## config.mk

```make
export PLATFORM = sky130hd
export DESIGN_NAME = fxp_mean_acc
export DESIGN_NICKNAME = d
export VERILOG_FILES = /design/src/rtl/fxp_pkg.sv /design/src/rtl/fxp_sat_add.sv /design/src/rtl/fxp_mean_acc.sv
export SDC_FILE = /design/constraint.sdc
export NUM_CORES = 1
export LEC_CHECK = 0
export ABC_AREA = 1
export BUFFER_PORTS_ARGS = -buffer_cell sky130_fd_sc_hd__buf_2
export CORE_UTILIZATION = 50
export DETAILED_ROUTE_END_ITERATION = 6
export PLACE_DENSITY = 0.74
export SLEW_MARGIN = 5
export SYNTH_ARGS = -nofsm -noshare
export SYNTH_HDL_FRONTEND = slang
export SYNTH_SLANG_ARGS = --single-unit
```

## constraint.sdc

```tcl
create_clock -name clk -period 1.95 [get_ports clk]
set_input_delay 0.39 -clock clk [delete_from_list [all_inputs] [get_ports clk]]
set_output_delay 0.39 -clock clk [all_outputs]
set_load 0.005 [all_outputs]
```

## src/rtl/fxp_pkg.sv

```systemverilog
// Shared fixed-point helpers: accumulator FSM states, signed range constants, clog2.
package fxp_pkg;

  typedef enum logic [0:0] {
    ACCUM = 1'b0,
    HOLD  = 1'b1
  } acc_state_t;

  localparam int MAX_W = 64;

  // Largest positive two's-complement value of width w, right-aligned in MAX_W bits.
  function automatic logic [MAX_W-1:0] smax(input int w);
    return (64'(1) << (w - 1)) - 64'(1);
  endfunction

  // Most negative two's-complement value of width w, right-aligned in MAX_W bits.
  function automatic logic [MAX_W-1:0] smin(input int w);
    return 64'(1) << (w - 1);
  endfunction

  function automatic int clog2(input int n);
    int r;
    r = 0;
    while ((64'(1) << r) < 64'(n)) r++;
    return r;
  endfunction

endpackage

```

## src/rtl/fxp_sat_add.sv

```systemverilog
// Combinational signed saturating adder; clamps to the extreme of the operands' sign.
// Zero latency, no flow control.
module fxp_sat_add
  import fxp_pkg::*;
#(
  parameter int WIDTH = 16
) (
  input  logic [WIDTH-1:0] a,
  input  logic [WIDTH-1:0] b,
  output logic [WIDTH-1:0] sum,
  output logic             overflow
);

  localparam logic [MAX_W-1:0] POS64 = smax(WIDTH);
  localparam logic [MAX_W-1:0] NEG64 = smin(WIDTH);
  localparam logic [WIDTH-1:0] POS   = POS64[WIDTH-1:0];
  localparam logic [WIDTH-1:0] NEG   = NEG64[WIDTH-1:0];

  logic [WIDTH-1:0] raw;

  // Overflow only when both operands share a sign and the result flips it.
  always_comb begin
    raw      = a + b;
    overflow = (a[WIDTH-1] == b[WIDTH-1]) && (raw[WIDTH-1] != a[WIDTH-1]);
    sum      = raw;
    if (overflow) sum = a[WIDTH-1] ? NEG : POS;
  end

endmodule

```

## src/rtl/fxp_mean_acc.sv

```systemverilog
// Windowed saturating sample accumulator feeding fxp_div with sum and count<<CNT_FRAC.
// Result registered on the closing edge; HOLD blocks input until out_ready handshake.
module fxp_mean_acc
  import fxp_pkg::*;
#(
  parameter int IN_INT   = 8,
  parameter int IN_FRAC  = 8,
  parameter int SUM_INT  = 16,
  parameter int CNT_INT  = 8,
  parameter int CNT_FRAC = 8,
  parameter int MAX_CNT  = 16
) (
  input  logic                          clk,
  input  logic                          rst_n,
  input  logic                          in_valid,
  output logic                          in_ready,
  input  logic [IN_INT+IN_FRAC-1:0]     in_data,
  input  logic                          flush,
  output logic                          out_valid,
  input  logic                          out_ready,
  output logic [SUM_INT+IN_FRAC-1:0]    out_sum,
  output logic [CNT_INT+CNT_FRAC-1:0]   out_cnt,
  output logic                          out_sat
);

  localparam int SW = SUM_INT + IN_FRAC;
  localparam int OW = CNT_INT + CNT_FRAC;
  localparam int CW = clog2(MAX_CNT + 1);
  localparam logic [CW-1:0] CNT_FULL = CW'(MAX_CNT);

  acc_state_t    state, state_nxt;
  logic [SW-1:0] sum, sum_add, sum_upd, sample_ext;
  logic [CW-1:0] cnt, cnt_upd;
  logic          sat, sat_upd, ovf, accept, close;

  assign sample_ext = SW'($signed(in_data));

  fxp_sat_add #(.WIDTH(SW)) u_add (
    .a        (sum),
    .b        (sample_ext),
    .sum      (sum_add),
    .overflow (ovf)
  );

  // A flush in the accept cycle sees the post-update count, so the sample lands first.
  always_comb begin
    accept  = in_valid && in_ready;
    sum_upd = accept ? sum_add : sum;
    cnt_upd = accept ? cnt + 1'b1 : cnt;
    sat_upd = sat | (accept & ovf);
    close   = (state == ACCUM) &&
              ((accept && (cnt_upd == CNT_FULL)) || (flush && (cnt_upd != '0)));
    state_nxt = state;
    case (state)
      ACCUM:   if (close) state_nxt = HOLD;
      HOLD:    if (out_valid && out_ready) state_nxt = ACCUM;
      default: state_nxt = ACCUM;
    endcase
  end

  always_ff @(posedge clk) begin
    if (!rst_n) state <= ACCUM;
    else        state <= state_nxt;
  end

  always_ff @(posedge clk) begin
    if (!rst_n) begin
      sum       <= '0;
      cnt       <= '0;
      sat       <= 1'b0;
      in_ready  <= 1'b0;
      out_valid <= 1'b0;
      out_sum   <= '0;
      out_cnt   <= '0;
      out_sat   <= 1'b0;
    end else begin
      in_ready  <= (state_nxt == ACCUM);
      out_valid <= (state_nxt == HOLD);
      if (state == HOLD) begin
        if (state_nxt == ACCUM) begin
          sum <= '0;
          cnt <= '0;
          sat <= 1'b0;
        end
      end else begin
        sum <= sum_upd;
        cnt <= cnt_upd;
        sat <= sat_upd;
        if (close) begin
          out_sum <= sum_upd;
          out_cnt <= OW'(cnt_upd) << CNT_FRAC;
          out_sat <= sat_upd;
        end
      end
    end
  end

endmodule
```

======== Yosys cells after proc, flatten, opt, wreduce, memory -nomap -nowiden ========
Cells that the tools add are included.
operators by class
  add/sub/neg operators ................... 2
  multiply operators ...................... 0
  divide/modulo/power cells ............... 0
  order comparisons ....................... 0
  eq/ne operators ......................... 4
  shifts and indexed selects .............. 0
  multiplexer cells ....................... 13
  bitwise logic cells ..................... 4
  reductions and logical operators ........ 9
operators by type and width
  cell                   number
  $mux W24               5
  $add A24 B24 Y24       1
  $mux W5                3
  $logic_and A1 B1 Y1    6
  $add A5 B1 Y5 const B  1
  $eq A5 B5 Y1 const B   1
  $reduce_bool A5 Y1     1
  $mux W1                4
  $ne A2 B2 Y1 const B   1
  $not A1 Y1             2
  $pmux W1 S2            1
  $reduce_and A2 Y1      1
  $and A1 B1 Y1          1
  $eq A1 B1 Y1           1
  $logic_or A1 B1 Y1     1
  $ne A1 B1 Y1           1
  $or A1 B1 Y1           1
storage, ports and cells
  register bits ........................... 62
  bits in latches ......................... 0
  memory bits (writable) .................. 0
  bits in read-only memories .............. 0
  bits of input ports ..................... 21
  word-level logic and storage cells ...... 40
  memories ................................ 0

======== Longest topological paths before layout ========
Gate-level depths: netlist of run 1.
  depth in word-level cells ............... 10
  depth in mapped cells ................... 16
  gate-level depth less buffers ........... 16

======== Modules after synthesis ========
From an unflattened synthesis of run 1, not the netlist that was laid out.
second synthesis, totals
  cell total of the unflattened synthesis .. 741
  area, all modules ....................... 4834.6 sq um
modules (own cells, without submodules)
  module        instances  cells each  area each (sq um)  sequential area each (sq um)
  fxp_mean_acc  1          353         2857.7             1241.2
  fxp_sat_add   1          388         1976.9             0.0

======== Worst setup path before layout of run 1 ========
No wires, ideal clock.
  path kind ............................... input to register
  start ................................... input in_data[15]
  end ..................................... register out_sum[8]
  library setup time ...................... 0.115 ns
  data arrival time ....................... 2.003 ns
  slack ................................... -0.168 ns
  stages .................................. 14
  path through ............................ ha_1 -> nand2_1 -> inv_1 -> nand2_1 -> nand2_1 -> a21oi_1 -> nand4_4 -> nand2_1 -> inv_1 -> buf_6 -> nand2_1 -> nand2_1 -> o21ai_0 -> inv_1
between the ends
  cells in the longest elaborated chain, start to end .. 5
  elaborated cells between the ends (all ways) .. 6
  classes of those cells .................. 1 x add/sub; 2 x eq/ne; 2 x mux; 1 x reduce/logical
ends and longest elaborated chain
  item                    RTL line            text
  start: declaration      fxp_mean_acc.sv:17  input logic [IN_INT+IN_FRAC-1:0] in_data,
  $add A24 B24 Y24        fxp_sat_add.sv:23   raw = a + b;
  $ne A1 B1 Y1            fxp_sat_add.sv:24   overflow = (a[WIDTH-1] == b[WIDTH-1]) && (raw[WIDTH-1] != a[WIDTH-1]);
  $logic_and A1 B1 Y1 *   fxp_sat_add.sv:24
  $mux W24 *              fxp_sat_add.sv:26   if (overflow) sum = a[WIDTH-1] ? NEG : POS;
  $mux W24 *              fxp_mean_acc.sv:48  sum_upd = accept ? sum_add : sum;
  end signal: assignment  fxp_mean_acc.sv:90  out_sum <= sum_upd;
  end: declaration        fxp_mean_acc.sv:21  output logic [SUM_INT+IN_FRAC-1:0] out_sum,
Every way passes the cells marked *; elsewhere a longest branch is shown, timed or not.
A chain may end at the register's enable or synchronous reset.

======== Final worst setup path of run 1 ========
  start ................................... register in_ready
  end ..................................... register out_sum[23]
between the ends
  cells in the longest elaborated chain, start to end .. 7
  elaborated cells between the ends (all ways) .. 10
  classes of those cells .................. 1 x eq/ne; 2 x mux; 7 x reduce/logical
ends and longest elaborated chain
  item                                                       RTL line            text
  start: declaration                                         fxp_mean_acc.sv:16  output logic in_ready,
  start signal: assignment                                   fxp_mean_acc.sv:77  in_ready <= (state_nxt == ACCUM);
  $logic_and A1 B1 Y1 *                                      fxp_mean_acc.sv:47  accept = in_valid && in_ready;
  $mux W5                                                    fxp_mean_acc.sv:49  cnt_upd = accept ? cnt + 1'b1 : cnt;
  $eq A5 B5 Y1 / $reduce_bool A5 Y1 (equally long branches)  fxp_mean_acc.sv:52  ((accept && (cnt_upd == CNT_FULL)) || (flush && (cnt_upd != '0)));
  $logic_and A1 B1 Y1                                        fxp_mean_acc.sv:52
  $logic_or A1 B1 Y1                                         fxp_mean_acc.sv:52
  $logic_and A1 B1 Y1                                        fxp_mean_acc.sv:51  close = (state == ACCUM) &&
  $reduce_and A2 Y1 (no source line)                         -
Marked as above.

==> results of run 1 <==
worst min path at each step:
stage	startpoint	endpoint	slack, ns	cells past startpoint
2_1_floorplan	out_cnt[12]	out_cnt[12]	0.46	2
3_3_place_gp	out_sum[10]	out_sum[10]	0.45	2
3_5_place_dp	out_sum[9]	out_sum[9]	0.45	2
4_1_cts	rst_n	out_sum[23]	0.32	3
5_1_grt	rst_n	out_cnt[8]	0.33	3
6_report	rst_n	out_cnt[8]	0.31	3
kinds of logic after synthesis:
family | share of synthesized area, %
and+or+nand+nor | 35.6
buffers and inverters | 14.9
AOI/OAI and AO/OA | 12.9
DFF | 26.9
adders and majority gates | 6.95
xor gates and xnor gates | 2.63
other | 0.0814
power groups by stage:
| stage | clock network [mW] | registers, mW | logic (mW) |
|---|---|---|---|
| 3_5_place_dp | 0 | 1.62 | 2.12 |
| 3_3_place_gp | 0 | 1.61 | 2.07 |
| 2_1_floorplan | 0 | 1.59 | 1.32 |
| 6_report | 1.45 | 1.65 | 3.24 |
| 5_1_grt | 1.50 | 1.66 | 3.45 |
| 4_1_cts | 1.42 | 1.62 | 2.41 |
final cells by class:
class                   instances  area (µm²)
fillers                       486        1350
inverters                     127         512
clock inverters                 5         106
repair buffers                178        1340
clock buffers                  11         141
multi-input cells             553        3910
repair inverters                2        15.0
well taps                     108         135
flip-flops and latches         62        1300
flip-flops by register name (all words and copies together) (netlist names):
| name | flops |
|---|---|
| in_ready | 1 |
| out_sat | 1 |
| sum | 24 |
| cnt | 5 |
| out_valid | 1 |
| out_sum | 24 |
| out_cnt | 5 |
| sat | 1 |
synthesized netlist by cell type (all sizes together), types with 5 or more instances:
cell type,instances
nand2,276
inv,127
a21oi,67
dfxtp,62
nor2,52
o21ai,39
nand3,38
ha,24
buf,20
clkbuf,13
nand4,10
or2,9
xnor2,8
xor2,5
worst min-delay path: stages:
cell and delay (ns):
sky130_fd_sc_hd__buf_2 0.14, sky130_fd_sc_hd__o21ai_2 0.06, sky130_fd_sc_hd__nor2_1 0.04
per-layer routing:
layer  part of all wire (%)  wire [µm]  vias to the layer above
met5                      0          0                        -
met4                    9.1       1710                        0
met3                    7.6       1430                      150
met2                     49       9100                      422
met1                     35       6470                     2723
li1                       -          -                     2695
repair_timing:
item	in CTS	in global routing
setup buffers	13	12
setup endpoints to repair	57	56
gates resized for setup	122	219
pin swaps	33	71
gates cloned	3	4
hold endpoints to repair	0	0
metrics by stage:
step | std cells | worst slack, ns | hold WS [ns] | total power [mW] | util (%)
floorplan | 773 | 0.000164 | 0.456 | 2.91 | -
CTS | 1030 | -0.0175 | 0.321 | 5.45 | 74.1
global route | 1046 | -0.385 | 0.327 | 6.61 | 84.7
finish | 1046 | -0.198 | 0.311 | 6.34 | 84.7
detailed placement | 998 | -0.528 | 0.452 | 3.74 | 65.2
global placement | 998 | -0.415 | 0.452 | 3.69 | 65.2
==> results.rst, run 1 <==
.. list-table::
   :header-rows: 1

   * - Metric
     - Value
   * - Yosys warns
     - 0
   * - Global route hottest layer
     - met2
   * - Die footprint
     - 9600 µm²
   * - Y dimension of the die
     - 98 µm
   * - Worst-Skew Late Latency
     - 0.37 ns
   * - Std-Cell Rows
     - 34
   * - Reg-to-reg startpoint
     - in_ready
   * - Vias in the first global route
     - 5183
   * - GRT overflow
     - 0
   * - Hold Violations, Final
     - 0
   * - GR Util All Layers
     - 31.5%
   * - Biggest area consumer among synthesized cells
     - sky130_fd_sc_hd__dfxtp_1
   * - Critical path required time
     - 2.20 ns
   * - Seq/Total Area, Yosys
     - 26.9%
   * - Violations in the final reports
     - DRC, setup timing
   * - Post-Synthesis Cells
     - 763
   * - Number of design-rule violations left by the first detailed-router iteration
     - 507
   * - First element of the critical path
     - in_ready
   * - Slew HR
     - 59.3%
   * - Reported leakage power
     - 3.73 nW
   * - Post-route ant nets
     - 0
   * - Setup WS post-layout
     - -0.198 ns
   * - Worst path bufs/invs
     - 3
   * - Worst reg2reg setup slack
     - -0.20 ns
   * - Ratio of final minimum period to clock period
     - 110%
   * - Synth Register Bits
     - 62
   * - CTS tree
     - done
   * - Clock Path Buffers
     - 2
   * - Root Driver
     - sky130_fd_sc_hd__clkbuf_8
   * - Routed wire length
     - 18700 µm
   * - Worst setup skew after layout
     - 0.0138 ns
   * - GP Congestion
     - 0.957
   * - Core outline area
     - 8810 µm²
   * - Count of cell instances traversed by the critical path
     - 12
   * - Buffers added on ports
     - 52
   * - Number of enable flip-flop cells after synthesis
     - 0
   * - Syn Std Cell Area
     - 4610 µm²
   * - Critical Path Sink
     - out_sum[23]
   * - Switching power
     - 2.57 mW
   * - Post-DP HPWL
     - 10400 µm
   * - Via count of the routed design
     - 5990
   * - Critical path type
     - reg -> reg
   * - Sort of element at the start of the critical path
     - flip-flop
   * - Peak clock frequency supported by timing
     - 466 MHz
   * - Met3 demand-to-capacity share in global routing
     - 6.16%
   * - Outcome
     - complete, but fails checks
   * - Met1 GRT Util
     - 36.7%
   * - Tightest Hold Check Type
     - in -> reg
   * - Number of max-slew violations in the final report
     - 0
   * - Switching Share
     - 40.5%
   * - Number of maximum-capacitance violations
     - 0
   * - Antenna violations before repair
     - 0
   * - Layout cell share with drive strength beyond 1
     - 48.9%
   * - Number of sinks on the clock net
     - 62
   * - Area grow syn2layout
     - 61.9%
   * - Final Cell Area
     - 7460 µm²
   * - Num ports
     - 64
   * - Highest ir drop seen on vdd
     - 0.000641 V
   * - Most common library cell in the layout ignoring fill and taps
     - sky130_fd_sc_hd__nand2_1
   * - Finish-stage setup viols
     - 56
   * - Post-synth top area share
     - 26.9%
   * - Initial standard-cell utilization of the core
     - 52.3%
   * - Number of buffers inserted by hold repair at cts
     - 0
   * - Maximum fanout along the worst path
     - 8
   * - Arrival time of data at the critical path endpoint
     - 2.40 ns
   * - Via-per-instance ratio
     - 5.73
   * - Critical R2R Capture
     - out_sum[23]
   * - Cell-internal power
     - 3.77 mW
   * - Share of async-settable or async-resettable flops after synthesis
     - 0%
   * - Post-placement cell area
     - 5740 µm²
   * - Portion of total power attributed to the clock network
     - 22.9%
   * - Share of total power in sequential cells
     - 26.0%
   * - Measured slew at the worst slew-check pin
     - 0.608 ns
   * - Antenna cell count
     - 0
   * - CP max-delay cell
     - sky130_fd_sc_hd__dfxtp_2
   * - Met2 capacity usage during global routing
     - 55.0%
   * - Clock Pin Slew Worst Setup and Hold Paths
     - 0.08 ns
   * - Category of cells accounting for the largest share of critical-path delay
     - simple AND/OR/NAND/NOR gates
   * - Minimum clock period after layout
     - 2.15 ns
   * - Unrepaired setup endpoints after global routing
     - true
   * - Cell area power density
     - 850 nW/µm²
   * - Post-synthesis area per instance
     - 6.04 µm²
   * - First-pass GRT wire length
     - 24000 µm
   * - Average wire per standard cell
     - 17.9 µm
   * - Number of different library cells in the post-synthesis netlist
     - 36
   * - DRC violations left
     - 7
   * - H-tree Lvls
     - 3
   * - Combinational group share of total power
     - 51.1%
   * - Setup total negative slack
     - -5.84 ns
   * - Highest cell delay on the worst timing path
     - 0.36 ns
   * - Crit path capture type
     - flip-flop
   * - R2r worst-path depth
     - 12
   * - Net count, final
     - 979
   * - Dominant register cell in the synthesized netlist
     - sky130_fd_sc_hd__dfxtp_1
   * - List of cells traversed by the critical path
     - nand2_4 > inv_4 > nand2_2 > nor2_2 > xor2_2 > nand2_2 > o21bai_4 > nand3_4 > buf_12 > clkbuf_16 > nor2_1 > nor2_1
   * - Number of search-and-repair iterations in the first detailed-routing pass
     - 7
   * - Largest net degree at the start of global routing
     - 33
   * - Synth top area cells
     - sky130_fd_sc_hd__dfxtp_1, sky130_fd_sc_hd__nand2_1, sky130_fd_sc_hd__inv_1
   * - Width of the die
     - 98 µm
   * - Commonest cells after routing, fill and taps aside
     - sky130_fd_sc_hd__nand2_1, sky130_fd_sc_hd__inv_1, sky130_fd_sc_hd__buf_4
   * - Number of buffers created by CTS
     - 9
Note: power is estimated with default switching activity, not from simulation.
==> run 2: changes to the inputs <==
--- a/config.mk
+++ b/config.mk
@@ -7,9 +7,11 @@
 export LEC_CHECK = 0
 export ABC_AREA = 1
 export BUFFER_PORTS_ARGS = -buffer_cell sky130_fd_sc_hd__buf_2
-export CORE_UTILIZATION = 50
+export CELL_PAD_IN_SITES_DETAIL_PLACEMENT = 1
+export CELL_PAD_IN_SITES_GLOBAL_PLACEMENT = 2
+export CORE_UTILIZATION = 28
 export DETAILED_ROUTE_END_ITERATION = 6
-export PLACE_DENSITY = 0.74
+export PLACE_DENSITY_LB_ADDON = 0.1
 export SLEW_MARGIN = 5
 export SYNTH_ARGS = -nofsm -noshare
 export SYNTH_HDL_FRONTEND = slang
==> run 2 against run 1 <==
The flow finishes with violations (setup timing). First-iteration DRC count decreased by 71%. Clock skew decreased by 0.0067 ns. Cell area increased by 6.7%. Highest routed layer unchanged. Largest cell class unchanged. Critical endpoint is now sum[8]. Sequential power about the same. Wire length decreased by 2.3%. Sequential share of layout area decreased by 1.1 points. Die area increased by 77%. Setup slack improved by 0.12 ns. Flip-flop and latch count unchanged.
==> results.rst, run 2 (synthesis gave the netlist of run 1 again) <==
.. list-table::
   :header-rows: 1

   * - Metric
     - Value
   * - Hold Violations, Final
     - 0
   * - Average wire per standard cell
     - 15.7 µm
   * - Measured slew at the worst slew-check pin
     - 0.607 ns
   * - Hold WS
     - 0.390 ns
   * - Number of cells on the worst hold path
     - 3
   * - Setup total negative slack
     - -0.994 ns
   * - Via-per-instance ratio
     - 4.58
   * - Minimum clock period after layout
     - 2.03 ns
   * - Area grow syn2layout
     - 72.8%
   * - H-tree Lvls
     - 3
   * - Tightest Hold Check Type
     - in -> reg
   * - Num ports
     - 64
   * - Commonest cells after routing, fill and taps aside
     - sky130_fd_sc_hd__nand2_1, sky130_fd_sc_hd__buf_4, sky130_fd_sc_hd__inv_1
   * - Post-placement setup slack
     - -0.592 ns
   * - Slew HR
     - 59.4%
   * - Worst-Skew Late Latency
     - 0.32 ns
   * - Number of maximum-capacitance violations
     - 0
   * - Reg-to-reg startpoint
     - sum[10]
   * - Antenna cell count
     - 0
   * - Most common library cell in the layout ignoring fill and taps
     - sky130_fd_sc_hd__nand2_1
   * - Critical path required time
     - 2.18 ns
   * - Post-DP HPWL
     - 13800 µm
   * - Final std cells w/o fill
     - 1161
   * - Final core utilization
     - 49.8%
   * - Cell area power density
     - 801 nW/µm²
   * - Width of the die
     - 130 µm
   * - Highest ir drop seen on vdd
     - 0.000520 V
   * - Post-route ant nets
     - 0
   * - Critical path type
     - reg -> reg
   * - GP Congestion
     - 0.847
   * - Clock Pin Slew Worst Setup and Hold Paths
     - 0.05 ns
   * - Crit path capture type
     - flip-flop
   * - Maximum fanout along the worst path
     - 5
   * - Unrepaired setup endpoints after global routing
     - true
   * - Y dimension of the die
     - 130 µm
   * - Number of max-slew violations in the final report
     - 0
   * - Setup WS post-layout
     - -0.0806 ns
   * - GRT overflow
     - 0
   * - Worst setup skew after layout
     - 0.00712 ns
   * - Violations in the final reports
     - setup timing
   * - Std-Cell Rows
     - 46
   * - Reported leakage power
     - 3.89 nW
   * - First element of the critical path
     - sum[10]
   * - Via count of the routed design
     - 5316
   * - Number of search-and-repair iterations in the first detailed-routing pass
     - 4
   * - Net count, final
     - 989
   * - Peak clock frequency supported by timing
     - 492 MHz
   * - Arrival time of data at the critical path endpoint
     - 2.26 ns
   * - Outcome
     - complete, but fails checks
   * - DRC violations left
     - 0
   * - Die footprint
     - 17000 µm²
   * - Number of buffers created by CTS
     - 9
   * - Buffers added on ports
     - 52
   * - Number of design-rule violations left by the first detailed-router iteration
     - 149
   * - Sort of element at the start of the critical path
     - flip-flop
   * - Beginning of the worst hold path
     - rst_n
   * - Core outline area
     - 16000 µm²
   * - Root Driver
     - sky130_fd_sc_hd__clkbuf_16
   * - # placed instances
     - 1127
   * - Number of sinks on the clock net
     - 62
   * - Initial standard-cell utilization of the core
     - 28.8%
   * - R2r worst-path depth
     - 13
   * - GR Util All Layers
     - 22.0%
   * - Antenna violations before repair
     - 0
   * - Vias in the first global route
     - 5652
   * - Ratio of final minimum period to clock period
     - 104%
   * - Layout cell share with drive strength beyond 1
     - 54.9%
   * - Top flop regs
     - out_sum x24, sum x24
   * - Routed wire length
     - 18300 µm
   * - First-pass GRT wire length
     - 28600 µm
   * - Clock Path Buffers
     - 2
   * - Largest net degree at the start of global routing
     - 30
   * - CTS tree
     - done
   * - Finish-stage setup viols
     - 33
==> run 2: cell count changes in the layout (fill, tap and decap cells not counted), sizes merged <==
| cell | change |
|---|---|
| nand3 | -1 |
| clkbuf | -2 |
| bufinv | -3 |
| buf | +15 |
| clkinv | -1 |
| clkinvlp | -1 |
==> run 2: timing repair <==
item                       CTS  global route
hold buffers                 0             0
resized for setup          224           194
setup buffers                9            12
pin swaps                   76            84
gates cloned                 1             1
setup endpoints to repair   57            57
==> run 2: where the power goes <==
| group | leakage [nW] | internal, mW | switching (mW) | total [mW] |
|---|---|---|---|---|
| clock network | 0.133 | 0.902 | 0.526 | 1.43 |
| registers | 0.520 | 1.47 | 0.166 | 1.64 |
| logic | 3.23 | 1.48 | 1.84 | 3.32 |
==> run 2: final timing paths <==
path / end / slack, ns
min reg2reg: out_sum[10] / 0.47
max: sum[8] / -0.08
max reg2reg: sum[8] / -0.08
min: out_cnt[8] / 0.39
==> run 2: stage by stage <==
stage          power, mW  instance area, µm²
2_1_floorplan       2.91                4800
3_3_place_gp        3.91                6060
3_5_place_dp        3.98                6060
4_1_cts             5.92                7160
5_1_grt             6.82                7960
6_report            6.38                7960
==> run 2: per-layer routing <==
| layer | vias up | share of wire, % | track usage [%] |
|---|---|---|---|
| li1 | 2707 | - | - |
| met1 | 2534 | 42 | 25.9 |
| met2 | 57 | 54 | 41.0 |
| met3 | 18 | 1.7 | 3.12 |
| met4 | 0 | 2.3 | 6.43 |
| met5 | - | 0 | 0 |
==> run 2: layout make-up <==
type                       instances  area (µm²)
timing repair buffer             191        1440
inverter                         127         494
multi-input combinational        552        4200
fill                            1996        8040
sequential                        62        1300
clock buffer                      11         253
clock inverter                     2        10.0
tap                              216         270
==> run 2: critical path, stage by stage, from the launching register on <==
cell and delay [ns]:
sky130_fd_sc_hd__dfxtp_4 0.37, sky130_fd_sc_hd__ha_4 0.30, sky130_fd_sc_hd__nand2_4 0.08, sky130_fd_sc_hd__nor2_4 0.14, sky130_fd_sc_hd__nand2_4 0.07, sky130_fd_sc_hd__nor2_4 0.13
sky130_fd_sc_hd__nand2_4 0.08, sky130_fd_sc_hd__nand3_4 0.13, sky130_fd_sc_hd__nand2_8 0.09, sky130_fd_sc_hd__nand2_8 0.14, sky130_fd_sc_hd__o21ai_2 0.09, sky130_fd_sc_hd__nand2_4 0.09
sky130_fd_sc_hd__nand2_1 0.06, sky130_fd_sc_hd__a21oi_1 0.17
